$ cat config.mk
export PLATFORM = sky130hd
export DESIGN_NAME = lamp_switch_ctrl_flat
export DESIGN_NICKNAME = d
export VERILOG_FILES = /design/src/rtl/lamp_switch_ctrl_if.sv /design/src/rtl/lamp_switch_ctrl.sv /design/src/flat_wrapper.sv
export SDC_FILE = /design/constraint.sdc
export NUM_CORES = 1
export LEC_CHECK = 0
export ABC_AREA = 1
export BUFFER_PORTS_ARGS = -buffer_cell sky130_fd_sc_hd__buf_2
export CORE_MARGIN = 1.5
export CORE_UTILIZATION = 40
export CTS_CLUSTER_DIAMETER = 40
export CTS_CLUSTER_SIZE = 25
export DETAILED_ROUTE_END_ITERATION = 10
export GPL_ROUTABILITY_DRIVEN = 0
export PLACE_DENSITY_LB_ADDON = 0.08
export SYNTH_ARGS = -nofsm -noshare
export SYNTH_HDL_FRONTEND = slang
export SYNTH_SLANG_ARGS = --single-unit
$ cat constraint.sdc
create_clock -name clk -period 2.2 [get_ports clk]
set_clock_uncertainty 0.1 [all_clocks]
set_input_delay 0.44 -clock clk [delete_from_list [all_inputs] [get_ports clk]]
set_output_delay 0.44 -clock clk [all_outputs]
set_load 0.01 [all_outputs]
$ cat src/rtl/lamp_switch_ctrl_if.sv
// Switch/lamp signal bundle for the stairwell lamp controller.
// The controller sits on the slave side; the switch panel and lamp driver sit on the master side.
interface lamp_switch_ctrl_if #(
  parameter int unsigned N_SW = 3
);
  logic [N_SW-1:0] sw;
  logic            lamp;
  logic [N_SW-1:0] sw_stable;
  logic            toggle_pulse;
  logic            timeout_pulse;

  modport master (
    output sw,
    input  lamp, sw_stable, toggle_pulse, timeout_pulse
  );

  modport slave (
    input  sw,
    output lamp, sw_stable, toggle_pulse, timeout_pulse
  );
endinterface

$ cat src/rtl/lamp_switch_ctrl.sv
// Three-way stairwell lamp controller: synchronises and debounces the switches,
// toggles the lamp on each odd-parity change and turns it off after inactivity.
module lamp_switch_ctrl #(
  parameter int unsigned N_SW       = 3,
  parameter int unsigned DEB_CYCLES = 4,
  parameter int unsigned TIMEOUT    = 1000,
  parameter int unsigned TMR_W      = 16
) (
  input  logic               clk,
  input  logic               rst_n,
  lamp_switch_ctrl_if.slave  bus
);

  localparam int unsigned CNT_W = (DEB_CYCLES > 1) ? $clog2(DEB_CYCLES) : 1;
  localparam logic [CNT_W-1:0] CNT_LAST = CNT_W'(DEB_CYCLES - 1);
  localparam bit               TMO_EN   = (TIMEOUT != 0);
  localparam logic [TMR_W-1:0] TMR_LAST = TMR_W'((TIMEOUT == 0) ? 0 : TIMEOUT - 1);

  localparam logic [0:0] ST_OFF = 1'b0;
  localparam logic [0:0] ST_ON  = 1'b1;

  logic [N_SW-1:0]  sync1;
  logic [N_SW-1:0]  sync2;
  logic [N_SW-1:0]  sw_stable;
  logic [N_SW-1:0]  sw_stable_d;
  logic [CNT_W-1:0] deb_cnt [N_SW];

  logic [0:0]       state, state_nx;
  logic [TMR_W-1:0] timer, timer_nx;
  logic             toggle_pulse, toggle_nx;
  logic             timeout_pulse, timeout_nx;

  logic [N_SW-1:0]  chg;
  logic             odd;
  logic             any;

  // A level is accepted only after it has differed from sw_stable on DEB_CYCLES consecutive edges.
  always_ff @(posedge clk or negedge rst_n) begin
    if (!rst_n) begin
      sync1       <= '0;
      sync2       <= '0;
      sw_stable   <= '0;
      sw_stable_d <= '0;
      for (int unsigned i = 0; i < N_SW; i++) begin
        deb_cnt[i] <= '0;
      end
    end else begin
      sync1       <= bus.sw;
      sync2       <= sync1;
      sw_stable_d <= sw_stable;
      for (int unsigned i = 0; i < N_SW; i++) begin
        if (sync2[i] == sw_stable[i]) begin
          deb_cnt[i] <= '0;
        end else if (deb_cnt[i] == CNT_LAST) begin
          sw_stable[i] <= sync2[i];
          deb_cnt[i]   <= '0;
        end else begin
          deb_cnt[i] <= deb_cnt[i] + 1'b1;
        end
      end
    end
  end

  assign chg = sw_stable ^ sw_stable_d;
  assign odd = ^chg;
  assign any = |chg;

  always_comb begin
    state_nx   = state;
    timer_nx   = timer;
    toggle_nx  = 1'b0;
    timeout_nx = 1'b0;
    case (state)
      ST_OFF: begin
        if (odd) begin
          state_nx  = ST_ON;
          timer_nx  = '0;
          toggle_nx = 1'b1;
        end
      end
      ST_ON: begin
        // Toggle has priority over expiry so both strobes never fire together.
        if (odd) begin
          state_nx  = ST_OFF;
          timer_nx  = '0;
          toggle_nx = 1'b1;
        end else if (any) begin
          timer_nx = '0;
        end else if (TMO_EN && (timer == TMR_LAST)) begin
          state_nx   = ST_OFF;
          timer_nx   = '0;
          timeout_nx = 1'b1;
        end else if (!TMO_EN) begin
          timer_nx = '0;
        end else if (timer != '1) begin
          timer_nx = timer + 1'b1;
        end
      end
    endcase
  end

  always_ff @(posedge clk or negedge rst_n) begin
    if (!rst_n) begin
      state         <= ST_OFF;
      timer         <= '0;
      toggle_pulse  <= 1'b0;
      timeout_pulse <= 1'b0;
    end else begin
      state         <= state_nx;
      timer         <= timer_nx;
      toggle_pulse  <= toggle_nx;
      timeout_pulse <= timeout_nx;
    end
  end

  assign bus.lamp          = (state == ST_ON);
  assign bus.sw_stable     = sw_stable;
  assign bus.toggle_pulse  = toggle_pulse;
  assign bus.timeout_pulse = timeout_pulse;

endmodule
$ cat src/flat_wrapper.sv
// flat-port wrapper written by rule: the top's interface ports become plain ports
module lamp_switch_ctrl_flat 
#(
  parameter int unsigned N_SW       = 3,
  parameter int unsigned DEB_CYCLES = 4,
  parameter int unsigned TIMEOUT    = 1000,
  parameter int unsigned TMR_W      = 16
)
  (clk, rst_n, bus_sw, bus_lamp, bus_sw_stable, bus_toggle_pulse, bus_timeout_pulse);
  lamp_switch_ctrl_if #(.N_SW(N_SW)) bus_i ();
  input  logic clk;
  input  logic rst_n;
  input wire logic [$bits(bus_i.sw)-1:0] bus_sw;
  output wire logic [$bits(bus_i.lamp)-1:0] bus_lamp;
  output wire logic [$bits(bus_i.sw_stable)-1:0] bus_sw_stable;
  output wire logic [$bits(bus_i.toggle_pulse)-1:0] bus_toggle_pulse;
  output wire logic [$bits(bus_i.timeout_pulse)-1:0] bus_timeout_pulse;
  assign bus_i.sw = bus_sw;
  assign bus_lamp = bus_i.lamp;
  assign bus_sw_stable = bus_i.sw_stable;
  assign bus_toggle_pulse = bus_i.toggle_pulse;
  assign bus_timeout_pulse = bus_i.timeout_pulse;
  lamp_switch_ctrl #(.N_SW(N_SW), .DEB_CYCLES(DEB_CYCLES), .TIMEOUT(TIMEOUT), .TMR_W(TMR_W)) u_core (.clk(clk), .rst_n(rst_n), .bus(bus_i));
endmodule
==> results_tabular.tex, run 1 <==
\begin{tabular}{lr}
\hline
Metric & Value \\
\hline
\multicolumn{2}{l}{\textbf{Worst setup path}} \\
Kind of critical path & reg -> reg \\
Critical path endpoint category & register \\
CP max-delay cell & sky130\_fd\_sc\_hd\_\_dfrtp\_1 \\
Library cell appearing most often on the critical path & sky130\_fd\_sc\_hd\_\_nand2\_1 \\
Worst-path maximum fanout & 16 \\
Number of cell instances on the worst register-to-register path & 9 \\
Critical Path RT & 2.29 ns \\
CP startpoint kind & register \\
Delay of the slowest cell on the worst path & around 0.44 ns \\
Critical-path cell list & xnor2\_1 -> ha\_1 -> inv\_1 -> xor2\_2 -> nand2\_1 -> nand2\_4 -> inv\_2 -> nand2\_1 -> nand2\_1 \\
Crit path DAT & between 2 and 2.5 ns \\
\multicolumn{2}{l}{\textbf{Global routing}} \\
Leftover overflow at the end of global routing & 0 \\
Pin count of the biggest net entering global routing & 26 \\
Antenna violations before repair & 0 \\
Vias in the first global route & $\sim$1.4k \\
First-pass GRT wire length & between 6 and 7 mm \\
Overall routing resource usage & between 15 and 20\% \\
\multicolumn{2}{l}{\textbf{Detailed routing}} \\
Drt pass-1 iters & 4 \\
Via-per-instance ratio & approximately 4.8 \\
Antenna Nets Post-Route & 0 \\
First DRT Iteration DRCs & around 140 \\
Routed wire length & about 3.7 mm \\
Post-route DRC violation count & 0 \\
DR vias & 1,470 \\
Routed WL per cell & 11.9 um \\
\multicolumn{2}{l}{\textbf{Synth}} \\
Post-synthesis share of cell area spent on xor and xnor gates & under 10\% \\
Warnings, synthesis & 0 \\
Seq cells post-synth & 37 \\
Yosys cell types & 22 \\
Synth Area in Adders & under 10\% \\
Dominant combinational cell family by area after synthesis & simple AND/OR/NAND/NOR gates \\
Post-Synthesis Net Count & about 250 \\
Synthesized cell area & approximately 1900 um\^{}2 \\
Simple-gate share of the synthesized area & 32.2\% \\
Average cell area after synthesis & between 8 and 9 um\^{}2 \\
Share of synthesized area occupied by flip-flops and latches & between 40 and 50\% \\
Number of standard cells after synthesis & about 240 \\
Multiplexer area fraction after synthesis & under 10\% \\
Synth Area in Compound Gates & about 2.1\% \\
\multicolumn{2}{l}{\textbf{Floorplanning}} \\
Die outline area & approximately 5200 um\^{}2 \\
Count of pins on the block boundary & 11 \\
Die Ht & between 70 and 80 um \\
Initial Utilization & a little over two fifths \\
Die Wd & between 70 and 80 um \\
Core area & 4470 um\^{}2 \\
Number of placement rows & 24 \\
\multicolumn{2}{l}{\textbf{CTS}} \\
Total setup buffers inserted after CTS & 0 \\
Number of sinks driven by the clock tree & 37 \\
CTS Buf Count & 5 \\
Clock transition time at the flip-flop clock pins of the worst setup and hold paths & roughly 0.08 ns \\
Library cell used as clock root buffer & sky130\_fd\_sc\_hd\_\_clkbuf\_8 \\
Maximum clock insertion buffer count & 2 \\
H-tree Lvls & 2 \\
Post-cts gate resize count & 0 \\
Clock latency on the worst-skew pair & just under 0.3 ns \\
TritonCTS clock tree & built \\
Hold buffer count at cts & 0 \\
\multicolumn{2}{l}{\textbf{STA}} \\
Final cycle utilization of the critical path & around 89\% \\
Worst rel slew slack & approximately two thirds \\
Final critical path time including I/O delays and setup & 1.95 ns \\
Hold Worst Slack & 0.0124 ns \\
Slew at the pin closest to its max-slew limit & between 0.5 and 0.6 ns \\
Number of endpoints failing setup at the final stage & 0 \\
Maximum operating frequency & roughly 0.51 GHz \\
Hold Vio Cnt, Final & 0 \\
Total count of max-transition violations in the final report & 0 \\
TNS Setup & 0 ns \\
Unrepaired setup endpoints after global routing & no \\
\multicolumn{2}{l}{\textbf{Power}} \\
IR Drop Worst-Case VDD & 0.000631 V \\
Clock power share & roughly 23\% \\
Power density over cell area & roughly 1200 nW/um\^{}2 \\
Cell-internal power & about 1.5 mW \\
Switching share of total power & a little over two fifths \\
Combinational fraction of design power & roughly two fifths \\
Leakage power & 1.12 nW \\
Sw power & 1.10 mW \\
Power share of the sequential group & a little over a third \\
\multicolumn{2}{l}{\textbf{Outcome}} \\
Outcome & completed \\
\multicolumn{2}{l}{\textbf{Layout}} \\
Leading cell types in the layout, fill and taps excluded & 68 x sky130\_fd\_sc\_hd\_\_nand2\_1, 37 x sky130\_fd\_sc\_hd\_\_dfrtp\_1, 34 x sky130\_fd\_sc\_hd\_\_nor2\_1 \\
Number of nets in the layout & around 260 \\
Synthesis-to-finish area growth & 12.4\% \\
Leading cell type in the layout, fill and taps excluded & sky130\_fd\_sc\_hd\_\_nand2\_1 \\
Post-route cell area & $\sim$2100 um\^{}2 \\
Antenna diode instance count & 0 \\
Share of layout cells above drive strength 1 & 13.0\% \\
\multicolumn{2}{l}{\textbf{Place}} \\
Port-buffer cells & 10 \\
Placed cell areas & around 2000 um\^{}2 \\
Estimated wirelength of the detail-placed design & around 2.8 mm \\
\multicolumn{2}{l}{\textbf{Worst hold path}} \\
Min-delay worst type & in -> async \\
\multicolumn{2}{l}{\textbf{Job}} \\
MaxCap Viol Count & 0 \\
\hline
\end{tabular}
cells by family after synthesis:
kind of cell,Yosys count
mux,2
flops,37
xor+xnor,12
simple gates,142
buf+inv,29
compound gates,8
fa+ha+maj,5
power groups by stage:
stage               combinational [mW]  sequential, mW  clock, mW
floorplan                        0.879           0.930          0
finish                            1.10           0.933      0.593
detailed placement                1.10           0.951          0
CTS                               1.10           0.935      0.608
global route                      1.24           0.957      0.642
global placement                  1.10           0.943          0
cell usage after synthesis, drive strengths merged:
library cell,n,area [um^2]
a21oi,1,5.00
buf,4,32.5
dfrtp,37,926
ha,5,62.6
inv,25,93.8
mux2,2,22.5
nand2,72,285
nand3,21,105
nand3b,1,7.51
nand4,9,56.3
nor2,35,139
nor3,4,20.0
o21ai,7,35.0
xnor2,5,43.8
xor2,7,68.8
critical path, delay by kind of cell (launching register included):
kind	cells	cell delay, ns
xor+xnor	2	0.31
buf+inv	2	0.26
flops	1	0.44
simple gates	4	0.46
fa+ha+maj	1	0.29
stage by stage:
step / setup WS (ns) / utilization, % / total power, mW / instances
2_1_floorplan: 0.309 / - / 1.81 / 235
5_1_grt: 0.0598 / 47.8 / 2.84 / 306
4_1_cts: 0.239 / 47.8 / 2.64 / 306
3_3_place_gp: 0.288 / 45.2 / 2.04 / 298
3_5_place_dp: 0.256 / 45.2 / 2.05 / 298
6_report: 0.251 / 47.8 / 2.62 / 306
registers in the layout, summed over array words and instances (netlist names):
register and flops:
u_core.timer 16, u_core.deb_cnt 6, u_core.bus.sw_stable 3, u_core.sw_stable_d 3
u_core.sync1 3, u_core.sync2 3, u_core.bus.lamp 1, u_core.bus.timeout_pulse 1
u_core.bus.toggle_pulse 1
area by class of cell:
class	instances	area (um^2)
fill	434	2340
sequential	37	926
multi-input combinational	169	851
inverter	25	93.8
timing repair buffer	15	87.6
clock buffer	5	68.8
tap	52	65.1
clock inverter	3	46.3
metal layers:
metal / wire length, um / GRT usage, %
met5: 0 / 0
met3: 135 / 4.17
met2: 1520 / 23.6
met4: 45 / 5.66
met1: 1950 / 24.6
path summary, 6_finish.rpt:
kind	start	endpoint	slack (ns)
worst min-delay path	rst_n	u_core.deb_cnt[0]$_DFF_PN0_	0.01
worst max-delay path	u_core.bus.sw_stable[0]$_DFFE_PN0P_	u_core.timer[10]$_DFFE_PN0P_	0.25
max in group asynchronous	rst_n	u_core.timer[15]$_DFFE_PN0P_	1.48
worst min register to register	u_core.sync1[1]$_DFF_PN0_	u_core.sync2[1]$_DFF_PN0_	0.25
worst max register to register	u_core.bus.sw_stable[0]$_DFFE_PN0P_	u_core.timer[10]$_DFFE_PN0P_	0.25
min in group clk	bus_sw[2]	u_core.sync1[2]$_DFF_PN0_	0.15
(Power assumes the default switching activity.)
==> run 2, diff against run 1 <==
PLACE_DENSITY = 0.56   (was unset)
PLACE_DENSITY_LB_ADDON = unset   (was 0.08)
==> run 2 against run 1 <==
Effect of this change: first-iteration DRC count down 22%; power about the same; die area unchanged; critical path type unchanged; register-to-register slack about the same; cell count down 0.33%; non-clock buffer count down 1; core utilization down 0.25 points; critical path depth up 2; combinational power about the same; clock-buffer cell count up 1; flip-flop and latch count unchanged.
==> results_tabular.tex, run 2 (synthesis results as in run 1) <==
\begin{tabular}{lr}
\hline
Metric & Value \\
\hline
\multicolumn{2}{l}{\textbf{Outcome}} \\
Outcome & completed (unchanged) \\
\multicolumn{2}{l}{\textbf{CTS}} \\
Total setup buffers inserted after CTS & 0 (unchanged) \\
Clock latency on the worst-skew pair & 0.29 ns (about the same) \\
Library cell used as clock root buffer & sky130\_fd\_sc\_hd\_\_clkbuf\_8 (unchanged) \\
Clock transition time at the flip-flop clock pins of the worst setup and hold paths & 0.07 ns (was 0.08 ns) \\
Maximum clock insertion buffer count & 2 (unchanged) \\
Post-cts gate resize count & 0 (unchanged) \\
CTS Buf Count & 5 (unchanged) \\
TritonCTS clock tree & built (unchanged) \\
Number of sinks driven by the clock tree & 37 (unchanged) \\
Hold buffer count at cts & 0 (unchanged) \\
H-tree Lvls & 2 (unchanged) \\
\multicolumn{2}{l}{\textbf{Global routing}} \\
Pin count of the biggest net entering global routing & 38 (was 26) \\
First-pass GRT wire length & 6.32 mm (was 6.53 mm) \\
Leftover overflow at the end of global routing & 0 (unchanged) \\
Antenna violations before repair & 0 (unchanged) \\
Vias in the first global route & 1,335 (was 1,381) \\
Overall routing resource usage & 16.2\% (was 16.6\%) \\
\multicolumn{2}{l}{\textbf{Layout}} \\
Share of layout cells above drive strength 1 & 12.3\% (was 13.0\%) \\
Leading cell type in the layout, fill and taps excluded & sky130\_fd\_sc\_hd\_\_nand2\_1 (unchanged) \\
Number of flip-flops under the largest register name & 16 (unchanged) \\
Post-route cell area & 2130 um\^{}2 (was 2140 um\^{}2) \\
Most flop-heavy register & u\_core.timer (unchanged) \\
Largest registers in the final layout & u\_core.timer (16), u\_core.deb\_cnt (6) (unchanged) \\
Antenna diode instance count & 0 (unchanged) \\
Leading cell types in the layout, fill and taps excluded & 68 x sky130\_fd\_sc\_hd\_\_nand2\_1, 37 x sky130\_fd\_sc\_hd\_\_dfrtp\_1, 34 x sky130\_fd\_sc\_hd\_\_nor2\_1 (unchanged) \\
Post-route insts no fill & 305 (was 306) \\
Synthesis-to-finish area growth & 11.8\% (was 12.4\%) \\
Number of nets in the layout & 262 (was 263) \\
\multicolumn{2}{l}{\textbf{Place}} \\
Placement Setup Slack & 0.261 ns (was 0.256 ns) \\
Cell count after placement & 297 (was 298) \\
Placed cell areas & 2020 um\^{}2 (about the same) \\
Estimated wirelength of the detail-placed design & 2.79 mm (was 2.82 mm) \\
Port-buffer cells & 10 (unchanged) \\
\multicolumn{2}{l}{\textbf{Detailed routing}} \\
Routed wire length & 3.75 mm (was 3.65 mm) \\
First DRT Iteration DRCs & 108 (was 139) \\
Via-per-instance ratio & 4.77 (was 4.80) \\
Drt pass-1 iters & 4 (unchanged) \\
Antenna Nets Post-Route & 0 (unchanged) \\
Post-route DRC violation count & 0 (unchanged) \\
DR vias & 1,456 (was 1,470) \\
Routed WL per cell & 12.3 um (was 11.9 um) \\
\multicolumn{2}{l}{\textbf{Job}} \\
MaxCap Viol Count & 0 (unchanged) \\
\multicolumn{2}{l}{\textbf{STA}} \\
Slew at the pin closest to its max-slew limit & 0.458 ns (was 0.519 ns) \\
Hold Vio Cnt, Final & 0 (unchanged) \\
Unrepaired setup endpoints after global routing & no (unchanged) \\
Final critical path time including I/O delays and setup & 1.96 ns (was 1.95 ns) \\
Final WS setup & 0.241 ns (was 0.251 ns) \\
Number of endpoints failing setup at the final stage & 0 (unchanged) \\
Total count of max-transition violations in the final report & 0 (unchanged) \\
Worst rel slew slack & 69.5\% (was 65.4\%) \\
TNS Setup & 0 ns (unchanged) \\
Maximum operating frequency & 0.510 GHz (was 0.513 GHz) \\
Final cycle utilization of the critical path & 89.1\% (was 88.6\%) \\
\multicolumn{2}{l}{\textbf{Power}} \\
Power density over cell area & 1230 nW/um\^{}2 (about the same) \\
IR Drop Worst-Case VDD & 0.000582 V (was 0.000631 V) \\
Total Power & 2.62 mW (about the same) \\
Leakage power & 1.11 nW (was 1.12 nW) \\
\multicolumn{2}{l}{\textbf{Floorplanning}} \\
Die Ht & 72.0 um (unchanged) \\
Count of pins on the block boundary & 11 (unchanged) \\
Die Wd & 72.0 um (unchanged) \\
Die outline area & 5180 um\^{}2 (unchanged) \\
Number of placement rows & 24 (unchanged) \\
Core area & 4470 um\^{}2 (unchanged) \\
Initial Utilization & 42.5\% (unchanged) \\
\multicolumn{2}{l}{\textbf{Worst setup path}} \\
Critical path endpoint category & register (unchanged) \\
Crit path DAT & 2.09 ns (was 2.04 ns) \\
CP startpoint kind & register (unchanged) \\
Kind of critical path & reg -> reg (unchanged) \\
Worst-path maximum fanout & 16 (unchanged) \\
Critical Path RT & 2.34 ns (was 2.29 ns) \\
\multicolumn{2}{l}{\textbf{Worst hold path}} \\
Min-delay worst type & in -> async (unchanged) \\
\hline
\end{tabular}
[run 2: stage by stage]
step                util, %  hold WS (ns)
floorplan                 -        0.0444
global placement       45.1         0.233
detailed placement     45.1         0.240
CTS                    47.5        0.0930
global route           47.5         0.124
finish                 47.5        0.0795
[run 2: power by group]
part	internal [mW]	switching, mW
clock	0.340	0.243
combinational	0.369	0.737
sequential	0.819	0.115
[run 2: layout make-up]
class | count | area, um^2
Clock buffer | 6 | 72.6
Clock inverter | 2 | 38.8
Fill cell | 441 | 2350
Inverter | 25 | 93.8
Multi-Input combinational cell | 169 | 851
Sequential cell | 37 | 926
Tap cell | 52 | 65.1
Timing Repair Buffer | 14 | 80.1
[run 2: worst max-delay path, cell delays in order (launching register included)]
cell	delay (ns)
sky130_fd_sc_hd__dfrtp_1	0.43
sky130_fd_sc_hd__xnor2_1	0.15
sky130_fd_sc_hd__ha_1	0.29
sky130_fd_sc_hd__inv_1	0.12
sky130_fd_sc_hd__nand3_1	0.09
sky130_fd_sc_hd__inv_1	0.05
sky130_fd_sc_hd__nand2_1	0.08
sky130_fd_sc_hd__nand2_2	0.08
sky130_fd_sc_hd__nand2_4	0.12
sky130_fd_sc_hd__inv_2	0.20
sky130_fd_sc_hd__nand2_1	0.10
sky130_fd_sc_hd__nand2_1	0.08
[run 2: worst paths after layout]
check                                                         start                          end  slack [ns]  cells past startpoint
worst min register to register            u_core.sync1[0]$_DFF_PN0_    u_core.sync2[0]$_DFF_PN0_        0.25                      0
min in group clk                                          bus_sw[1]    u_core.sync1[1]$_DFF_PN0_        0.15                      1
worst max register to register  u_core.bus.sw_stable[0]$_DFFE_PN0P_  u_core.timer[3]$_DFFE_PN0P_        0.24                     11
worst min-delay path                                          rst_n    u_core.sync2[2]$_DFF_PN0_        0.08                      2
worst max-delay path            u_core.bus.sw_stable[0]$_DFFE_PN0P_  u_core.timer[3]$_DFFE_PN0P_        0.24                     11
max in group asynchronous                                     rst_n  u_core.timer[2]$_DFFE_PN0P_        1.60                      2
[run 2: routing by layer]
layer | wire length, um | track usage [%] | share of wire [%] | up-vias
met1 | 1960 | 22.8 | 52 | 658
li1 | - | - | - | 775
met4 | 80 | 6.29 | 2.1 | 0
met5 | 0 | 0 | 0 | -
met3 | 110 | 5.00 | 2.9 | 8
met2 | 1600 | 23.5 | 43 | 15
==> run 3, diff against run 2 <==
CORE_UTILIZATION = 55   (was 40)
PLACE_DENSITY = 0.73   (was 0.56)
==> run 3 against run 2 <==
Effect of this change: setup slack worse by 0.00085 ns; final area is 2.2% lower; core utilization is 15 points higher; fmax hardly changed; wire length is 8.6% lower; flip-flop and latch count stayed put; non-clock buffer count is 1 lower; cell count is 2.3% lower.
==> results_tabular.tex, run 3 (synthesis results as in run 1) <==
\begin{tabular}{lr}
\hline
Metric & Value \\
\hline
\multicolumn{2}{l}{\textbf{Outcome}} \\
Outcome & completed (unchanged) \\
\multicolumn{2}{l}{\textbf{Worst setup path}} \\
CP startpoint kind & register (unchanged) \\
CP max-delay cell & sky130\_fd\_sc\_hd\_\_dfrtp\_1 (unchanged) \\
Kind of critical path & reg -> reg (unchanged) \\
Critical Path RT & 2.34 ns (about the same) \\
Critical path endpoint category & register (unchanged) \\
Worst-path maximum fanout & 16 (unchanged) \\
Launch point of the critical path & u\_core.bus.sw\_stable[0]\$\_DFFE\_PN0P\_ (unchanged) \\
Crit path DAT & 2.10 ns (was 2.09 ns) \\
Delay of the slowest cell on the worst path & 0.45 ns (was 0.43 ns) \\
Library cell appearing most often on the critical path & sky130\_fd\_sc\_hd\_\_nand2\_1 (unchanged) \\
FF-to-FF Start & u\_core.bus.sw\_stable[0]\$\_DFFE\_PN0P\_ (unchanged) \\
Critical-path cell list & xnor2\_1 -> ha\_1 -> inv\_1 -> xor2\_2 -> nand2\_1 -> nand2\_4 -> inv\_2 -> nand2\_1 -> nand2\_1 (was xnor2\_1 -> ha\_1 -> inv\_1 -> nand3\_1 -> inv\_1 -> nand2\_1 -> nand2\_2 -> nand2\_4 -> inv\_2 -> nand2\_1 -> nand2\_1) \\
\multicolumn{2}{l}{\textbf{Global routing}} \\
Met2 track demand over resource & 30.5\% (was 23.5\%) \\
Leftover overflow at the end of global routing & 0 (unchanged) \\
Vias in the first global route & 1,306 (was 1,335) \\
Pin count of the biggest net entering global routing & 38 (unchanged) \\
Highest-utilization routing layer at the global route stage & met2 (unchanged) \\
First-pass GRT wire length & 5.69 mm (was 6.32 mm) \\
Antenna violations before repair & 0 (unchanged) \\
GR Util met1 & 29.2\% (was 22.8\%) \\
Global routing met3 resource utilization & 5.38\% (was 5.00\%) \\
Overall routing resource usage & 21.2\% (was 16.2\%) \\
\multicolumn{2}{l}{\textbf{Detailed routing}} \\
Drt pass-1 iters & 4 (unchanged) \\
Routed wire length & 3.43 mm (was 3.75 mm) \\
Antenna Nets Post-Route & 0 (unchanged) \\
Post-route DRC violation count & 0 (unchanged) \\
Via-per-instance ratio & 5.05 (was 4.77) \\
Routed WL per cell & 11.5 um (was 12.3 um) \\
First DRT Iteration DRCs & 87 (was 108) \\
DR vias & 1,504 (was 1,456) \\
\multicolumn{2}{l}{\textbf{Layout}} \\
Leading cell type in the layout, fill and taps excluded & sky130\_fd\_sc\_hd\_\_nand2\_1 (unchanged) \\
Core occupancy in the finished layout & 62.4\% (was 47.5\%) \\
Most flop-heavy register & u\_core.timer (unchanged) \\
Share of layout cells above drive strength 1 & 11.9\% (was 12.3\%) \\
Sequential cell area & 926 um\^{}2 (unchanged) \\
Post-route insts no fill & 298 (was 305) \\
Synthesis-to-finish area growth & 9.34\% (was 11.8\%) \\
Area of combinational cells with multiple inputs & 851 um\^{}2 (unchanged) \\
Largest registers in the final layout & u\_core.timer (16), u\_core.deb\_cnt (6) (unchanged) \\
FILL cells & 307 (was 441) \\
Number of flip-flops under the largest register name & 16 (unchanged) \\
Post-route cell area & 2080 um\^{}2 (was 2130 um\^{}2) \\
Antenna diode instance count & 0 (unchanged) \\
Number of nets in the layout & 261 (was 262) \\
Leading cell types in the layout, fill and taps excluded & 68 x sky130\_fd\_sc\_hd\_\_nand2\_1, 37 x sky130\_fd\_sc\_hd\_\_dfrtp\_1, 34 x sky130\_fd\_sc\_hd\_\_nor2\_1 (unchanged) \\
\multicolumn{2}{l}{\textbf{Power}} \\
Sw power & 1.06 mW (was 1.09 mW) \\
Combinational fraction of design power & 44.0\% (was 42.2\%) \\
Power share of the sequential group & 37.4\% (was 35.6\%) \\
Switching share of total power & 42.5\% (was 41.7\%) \\
Power density over cell area & 1190 nW/um\^{}2 (was 1230 nW/um\^{}2) \\
Clock power share & 18.5\% (was 22.2\%) \\
Leakage power & 1.10 nW (was 1.11 nW) \\
Cell-internal power & 1.43 mW (was 1.53 mW) \\
IR Drop Worst-Case VDD & 0.000799 V (was 0.000582 V) \\
\multicolumn{2}{l}{\textbf{Place}} \\
Cell count after placement & 290 (was 297) \\
Estimated wirelength of the detail-placed design & 2.61 mm (was 2.79 mm) \\
Placement Setup Slack & 0.261 ns (about the same) \\
Port-buffer cells & 10 (unchanged) \\
Placed cell areas & 2000 um\^{}2 (was 2020 um\^{}2) \\
\multicolumn{2}{l}{\textbf{STA}} \\
Number of endpoints failing setup at the final stage & 0 (unchanged) \\
Maximum operating frequency & 0.510 GHz (about the same) \\
Slew at the pin closest to its max-slew limit & 0.756 ns (was 0.458 ns) \\
Hold Vio Cnt, Final & 0 (unchanged) \\
Total count of max-transition violations in the final report & 0 (unchanged) \\
Final cycle utilization of the critical path & 89.1\% (about the same) \\
Final WS setup & 0.240 ns (was 0.241 ns) \\
Final critical path time including I/O delays and setup & 1.96 ns (about the same) \\
Worst rel slew slack & 49.6\% (was 69.5\%) \\
TNS Setup & 0 ns (unchanged) \\
Unrepaired setup endpoints after global routing & no (unchanged) \\
\multicolumn{2}{l}{\textbf{Worst hold path}} \\
Min-delay worst type & in -> async (unchanged) \\
\multicolumn{2}{l}{\textbf{Floorplanning}} \\
Core area & 3340 um\^{}2 (was 4470 um\^{}2) \\
Die Ht & 61.8 um (was 72.0 um) \\
Initial Utilization & 57.0\% (was 42.5\%) \\
Number of placement rows & 21 (was 24) \\
Count of pins on the block boundary & 11 (unchanged) \\
Die Wd & 61.8 um (was 72.0 um) \\
Die outline area & 3820 um\^{}2 (was 5180 um\^{}2) \\
\multicolumn{2}{l}{\textbf{CTS}} \\
CTS Buf Count & 5 (unchanged) \\
TritonCTS clock tree & built (unchanged) \\
Total setup buffers inserted after CTS & 0 (unchanged) \\
Library cell used as clock root buffer & sky130\_fd\_sc\_hd\_\_clkbuf\_4 (was sky130\_fd\_sc\_hd\_\_clkbuf\_8) \\
H-tree Lvls & 2 (unchanged) \\
Number of sinks driven by the clock tree & 37 (unchanged) \\
Clock transition time at the flip-flop clock pins of the worst setup and hold paths & 0.11 ns (was 0.07 ns) \\
Hold buffer count at cts & 0 (unchanged) \\
Clock latency on the worst-skew pair & 0.34 ns (was 0.29 ns) \\
Maximum clock insertion buffer count & 2 (unchanged) \\
Post-cts gate resize count & 0 (unchanged) \\
\multicolumn{2}{l}{\textbf{Job}} \\
MaxCap Viol Count & 0 (unchanged) \\
\hline
\end{tabular}
run 3: changes by cell type in the layout (fill, tap and decap cells not counted):
cell | before | now
sky130_fd_sc_hd__clkbuf_4 | 0 | 5
sky130_fd_sc_hd__buf_4 | 4 | 3
sky130_fd_sc_hd__clkbuf_8 | 5 | 0
run 3: power by group through the flow:
stage               Combinational (mW)  Sequential [mW]  Clock, mW
finish                            1.09            0.931      0.461
global route                      1.23            0.949      0.505
CTS                               1.10            0.932      0.470
detailed placement                1.10            0.945          0
global placement                  1.08            0.939          0
floorplan                        0.879            0.930          0
run 3: worst max-delay path, delay by kind of cell (launching register included):
family        cells  cell delay, ns
buf+inv           2            0.26
flops             1            0.45
xor+xnor          2            0.31
simple gates      4            0.45
fa+ha+maj         1            0.29
run 3: path summary, 6_finish.rpt:
check	to	slack, ns	depth (start not counted)
setup / recovery	u_core.timer[1]$_DFFE_PN0P_	0.24	9
hold / removal	u_core.timer[0]$_DFFE_PN0P_	0.05	1
setup reg to reg	u_core.timer[1]$_DFFE_PN0P_	0.24	9
hold reg to reg	u_core.sync2[0]$_DFF_PN0_	0.26	0
max in group asynchronous	u_core.sw_stable_d[2]$_DFF_PN0_	1.47	1
min in group clk	u_core.sync1[0]$_DFF_PN0_	0.09	1
run 3: metrics by stage:
step / power, mW / hold WS [ns]
after floorplan: 1.81 / 0.0444
after global placement: 2.02 / 0.232
after detailed placement: 2.04 / 0.235
after CTS: 2.50 / 0.0757
after global routing: 2.69 / 0.0580
final: 2.48 / 0.0539
run 3: cell type report:
| cell class | instances | area share [%] |
|---|---|---|
| Clock inverter | 2 | 1.86 |
| Tap cell | 46 | 2.77 |
| Timing Repair Buffer | 13 | 3.49 |
| Sequential cell | 37 | 44.5 |
| Multi-Input combinational cell | 169 | 40.9 |
| Inverter | 25 | 4.51 |
| Clock buffer | 6 | 1.98 |
run 3: layer usage:
metal / vias to the layer above / routed length (um)
met1: 680 / 1680
met5: - / 0
li1: 774 / -
met3: 5 / 184
met2: 45 / 1530
met4: 0 / 35
